===== src/rtl/vrf_writeback_arbiter.sv =====
// Vector register file writeback arbiter: ALU and load writebacks share one registered
// write port, plus a pending-write scoreboard that stalls issue on RAW/WAW hazards.
// Optional build macro: VRF_WB_RR_EN (round-robin on conflict; default is load-wins).
module vrf_writeback_arbiter #(
  parameter int REGSIZE       = 15,
  parameter int VECTORSPERREG = 4,
  parameter int DATAWIDTH     = 16,
  parameter int REGSIZEINT    = 4
) (
  input  logic                                     clk,
  input  logic                                     rst_n,
  input  logic                                     alu_valid,
  output logic                                     alu_ready,
  input  logic [REGSIZEINT-1:0]                    alu_rd,
  input  logic [VECTORSPERREG-1:0][DATAWIDTH-1:0]  alu_wd,
  input  logic                                     mem_valid,
  output logic                                     mem_ready,
  input  logic [REGSIZEINT-1:0]                    mem_rd,
  input  logic [VECTORSPERREG-1:0][DATAWIDTH-1:0]  mem_wd,
  input  logic                                     issue_valid,
  input  logic [REGSIZEINT-1:0]                    issue_rd,
  input  logic [REGSIZEINT-1:0]                    issue_rs1,
  input  logic [REGSIZEINT-1:0]                    issue_rs2,
  output logic                                     issue_stall,
  output logic                                     we3,
  output logic [REGSIZEINT-1:0]                    ra3,
  output logic [VECTORSPERREG-1:0][DATAWIDTH-1:0]  wd3,
  output logic [REGSIZE-1:0]                       pending
);

  // One-hot of a register index; indices at or beyond REGSIZE map to all zeros.
  function automatic logic [REGSIZE-1:0] reg_onehot(input logic [REGSIZEINT-1:0] idx);
    reg_onehot = '0;
    for (int i = 0; i < REGSIZE; i++) begin
      if (idx == REGSIZEINT'(i)) reg_onehot[i] = 1'b1;
    end
  endfunction

  logic                                    mem_wins;
  logic                                    alu_acc;
  logic                                    mem_acc;
  logic                                    stage_take;
  logic                                    stage_write;
  logic [REGSIZEINT-1:0]                   stage_rd;
  logic [VECTORSPERREG-1:0][DATAWIDTH-1:0] stage_wd;
  logic [REGSIZE-1:0]                      issue_hit;
  logic                                    issue_fire;
  logic [REGSIZE-1:0]                      set_mask;
  logic [REGSIZE-1:0]                      clr_mask;

`ifdef VRF_WB_RR_EN
  typedef enum logic {PREF_ALU, PREF_MEM} pref_t;

  pref_t pref_q;
  pref_t pref_d;

  // Every conflict grants someone, so the preference flips on each one.
  always_comb begin
    pref_d = pref_q;
    if (alu_valid && mem_valid) begin
      pref_d = (pref_q == PREF_ALU) ? PREF_MEM : PREF_ALU;
    end
  end

  always_ff @(posedge clk) begin
    if (!rst_n) pref_q <= PREF_ALU;
    else        pref_q <= pref_d;
  end

  assign mem_wins = (pref_q == PREF_MEM);
`else
  assign mem_wins = 1'b1;
`endif

  assign alu_ready = alu_valid & ~(mem_valid & mem_wins);
  assign mem_ready = mem_valid & ~(alu_valid & ~mem_wins);
  assign alu_acc   = alu_valid & alu_ready;
  assign mem_acc   = mem_valid & mem_ready;

  always_comb begin
    stage_take = 1'b0;
    stage_rd   = alu_rd;
    stage_wd   = alu_wd;
    if (mem_acc) begin
      stage_take = 1'b1;
      stage_rd   = mem_rd;
      stage_wd   = mem_wd;
    end else if (alu_acc) begin
      stage_take = 1'b1;
    end
  end

  // Out-of-range destinations are accepted but never reach the register file.
  assign stage_write = stage_take & (|reg_onehot(stage_rd));

  always_ff @(posedge clk) begin
    if (!rst_n) begin
      we3 <= 1'b0;
      ra3 <= '0;
      wd3 <= '0;
    end else begin
      we3 <= stage_write;
      if (stage_write) begin
        ra3 <= stage_rd;
        wd3 <= stage_wd;
      end
    end
  end

  assign issue_hit   = pending & (reg_onehot(issue_rs1) | reg_onehot(issue_rs2) |
                                  reg_onehot(issue_rd));
  assign issue_stall = issue_valid & (|issue_hit);
  assign issue_fire  = issue_valid & ~issue_stall;
  assign set_mask    = issue_fire ? reg_onehot(issue_rd) : '0;
  assign clr_mask    = we3 ? reg_onehot(ra3) : '0;

  // Set is applied after clear so a same-edge issue keeps the register pending.
  always_ff @(posedge clk) begin
    if (!rst_n) pending <= '0;
    else        pending <= (pending & ~clr_mask) | set_mask;
  end

endmodule


===== config.mk =====
export PLATFORM = sky130hd
export DESIGN_NAME = vrf_writeback_arbiter
export DESIGN_NICKNAME = d
export VERILOG_FILES = /design/src/rtl/vrf_writeback_arbiter.sv
export SDC_FILE = /design/constraint.sdc
export NUM_CORES = 1
export LEC_CHECK = 0
export CAP_MARGIN = 10
export CORE_AREA = 3 3 103 155
export CTS_CLUSTER_DIAMETER = 200
export DETAILED_ROUTE_END_ITERATION = 16
export DIE_AREA = 0 0 106 158
export MAX_ROUTING_LAYER = met4
export PLACE_DENSITY_LB_ADDON = 0.08
export SYNTH_ARGS = -nofsm -noshare
export SYNTH_HDL_FRONTEND = slang
export SYNTH_SLANG_ARGS = --single-unit
export TNS_END_PERCENT = 100

===== constraint.sdc =====
create_clock -name clk -period 5.5 [get_ports clk]
set_clock_uncertainty 0.2 [all_clocks]
set_input_delay 1.1 -clock clk [delete_from_list [all_inputs] [get_ports clk]]
set_output_delay 1.1 -clock clk [all_outputs]
set_load 0.02 [all_outputs]

==> flow_summary_export.csv, run 1 <==
group,metric,value,unit
outcome,status,"finished clean",
cts,cts_tree,"done",
placed_design,place.port_buffers,239,
critical_path,crit_path_cell_trace,"clkdlybuf4s50_1 > nor4bb_1 > a311o_1 > a2111oi_4 > a41oi_1 > clkdlybuf4s50_1",
drt,routed_wl,16.3,mm
sta,slew_headroom,39.2,%
critical_path,path_class,"in -> out",
cts,cts_setup_buffers,0,
cts,cts-root-buf,"clkbuf_16",
floorplan,io_pins,240,
critical_path,cp.arrival,3.72,ns
sta,grt_setup_unrepaired,"no",
sta,min_period,5.02,ns
global_route,grt_max_degree,96,
finish,layout_commonest_cell,"clkdlybuf4s50_1",
yosys,syn-num-nets,628,
cts,clock-sinks,84,
cts,clockBufferDepth,2,
finish,post-route-util,50.2,%
cts,hold_buffers,0,
critical_path,r2r-end,"pending[9]",
min_path,min_delay_path_depth,1,
min_path,hold_path.class,"reg -> reg",
sta,hold_viol,0,
critical_path,cp-end-kind,"output port",
global_route,overflow,0,
min_path,worstHoldStart,"wd3[11]",
finish,mostFrequentLayoutCells,"clkdlybuf4s50_1, dfxtp_1, nand2_1",
sta,timing.final.ws_setup,0.484,ns
global_route,antenna_found_initial,0,
placed_design,pre_cts_ws,0.490,ns
sta,post-route-period-util,91.2,%
critical_path,crit_required,4.20,ns
power_and_ir_drop,vdd_drop_max,0.161,mV
finish,fillers,1424,
critical_path,r2r_slack,3.67,ns
critical_path,reg2reg_from,"pending[10]",
finish,nNetsFinal,834,
yosys,yosysSeqAreaShare,37.1,%
sta,slew_viol_final,0,
cts,numCtsBuffers,9,
run,max_cap_violations,0,
yosys,syn_avg_cell_area,9.55,um2
placed_design,gp_congestion,0.863,
drt,drc,0,
power_and_ir_drop,p_per_area,246,mW/mm2
floorplan,die_w,106,um
drt,drtIter0Drc,149,
finish,antenna_cells,0,
finish,regArea,0.00168,mm2
drt,avgViaCountPerCell,5.11,
critical_path,cpMostUsedCell,"clkdlybuf4s50_1",
finish,final_area,0.00733,mm2
placed_design,dp.final_hpwl,12.7,mm
global_route,grt_usage,19.3,%
cts,cts-resized-gates,0,
drt,post_drt_wl_per_cell,18.5,um
cts,clk_latency,0.33,ns
finish,drive_gt1_share,4.23,%
critical_path,cpMaxStageDelayCell,"clkdlybuf4s50_1",
drt,num_vias,4510,
finish,multi_input_area,0.00262,mm2
floorplan,initial_core_util,31.1,%
critical_path,path_buf_inv,2,
global_route,grt_pass1_vias,4621,
yosys,postSynthCellCount,475,
placed_design,dpl_cell_area,0.00701,mm2
critical_path,crit_family,"buffers and inverters",
sta,setup-violations-final,0,
drt,drt_first_pass_iters,4,
finish,area_delta_synth_final,61.6,%
drt,drtAntennaViolNets,0,
placed_design,dp_cells,866,
sta,tightest_slew,0.912,ns
sta,finalSetupTns,0,ns
critical_path,worst_setup_path_start_kind,"input pin",
floorplan,die-area,0.0167,mm2
yosys,ys_types,32,
critical_path,critPathMaxFanout,15,
yosys,ys_ff_latch,84,
yosys,synth_warnings,0,
floorplan,fp.dieH,158,um
cts,cts_max_level,3,
finish,fin_cells,882,
min_path,holdPathEnd,"wd3[11]",
floorplan,core,0.0146,mm2
critical_path,ff2ff_path_depth,4,
critical_path,slowest_delay,0.68,ns
floorplan,rows,54,
power_and_ir_drop,p_leak,3.30,nW
sta,clock.fmax,199,MHz
cts,clkTransAtPathRegs,0.06,ns
yosys,netlist_area,0.00453,mm2
global_route,grt_pass1_wl,24.4,mm
==> cell usage after synthesis (all sizes together) <==
library cell  count  area [um2]
a311o             2        20.0
nor3              1        5.00
buf              25         120
inv               5        18.8
nand3            10        50.1
a211oi            1        7.51
nand2            73         274
o31a              9        78.8
a31oi             3        18.8
a41oi             1        8.76
a2111oi           3        82.6
o311ai            3        26.3
nor4              7        43.8
nor2              5        18.8
nand3b            8        60.1
and2              1        6.26
o21ai            16        80.1
nor4b            12         105
clkbuf           26        97.6
o211ai            8        60.1
nand4b           12         105
nor4bb           16         160
nand2b            2        12.5
nand4             6        37.5
mux2i            67         671
nor3b             1        7.51
dfxtp            84        1680
o211a            67         671
nor2b             1        6.26
==> cells by family (layout without fill, tap and decap cells) <==
kind of cell	Yosys count	in the layout	synth area share [%]
AND/OR/NAND/NOR	155	155	19.7
flip-flops	84	84	37.1
buffers and inverters	56	267	5.22
AO/OA/AOI/OAI	113	113	23.2
multiplexers	67	67	14.8
==> worst max-delay path by stage <==
stage	depth (start not counted)	slack (ns)	startpoint	end
after floorplan	5	1.72	issue_rd[0]	issue_stall
after global placement	6	0.52	issue_rs1[1]	issue_stall
after detailed placement	6	0.49	issue_rs1[1]	issue_stall
after CTS	6	0.50	issue_rs1[1]	issue_stall
after global routing	6	0.40	issue_rs1[1]	issue_stall
final	6	0.48	issue_rs1[1]	issue_stall
==> state kept, by name, summed over array words and instances (netlist names) <==
name,flops
ra3,4
pending,15
wd3,64
we3,1
==> stage by stage <==
step	hold WS, ns	total power [W]
CTS	0.301	0.00182
global route	0.314	0.00188
detailed placement	0.286	0.00118
floorplan	0.351	0.000919
global placement	0.278	0.00117
finish	0.296	0.00180
==> layer usage <==
metal | GRT usage (%) | part of all wire, % | up-vias
met4 | 5.68 | 1.8 | 0
met2 | 38.0 | 58 | 155
met1 | 17.8 | 33 | 2129
met3 | 5.79 | 7.3 | 17
met5 | - | 0 | -
li1 | - | - | 2209
==> layout make-up <==
type                       count  share of cell area, %
clock buffer                  11                   3.45
inverter                       5                  0.256
clock inverter                 5                  0.922
timing repair buffer         246                   33.3
multi-input combinational    335                   35.8
sequential                    84                   23.0
tap                          196                   3.35
==> where the power goes <==
part           switching [W]  internal, W  leakage (nW)  total, W
combinational       0.000215     0.000253          2.44  0.000468
clock               0.000259     0.000383         0.158  0.000643
sequential         0.0000324     0.000657         0.696  0.000689
total               0.000507      0.00129          3.30   0.00180
No activity file was read; power rests on OpenSTA's default activity.
==> inputs of run 2 (changes only) <==
- ABC_AREA: unset -> 0
==> results of run 2 <==
Same layout as run 1: the final DEF is identical, and so are final timing and power.
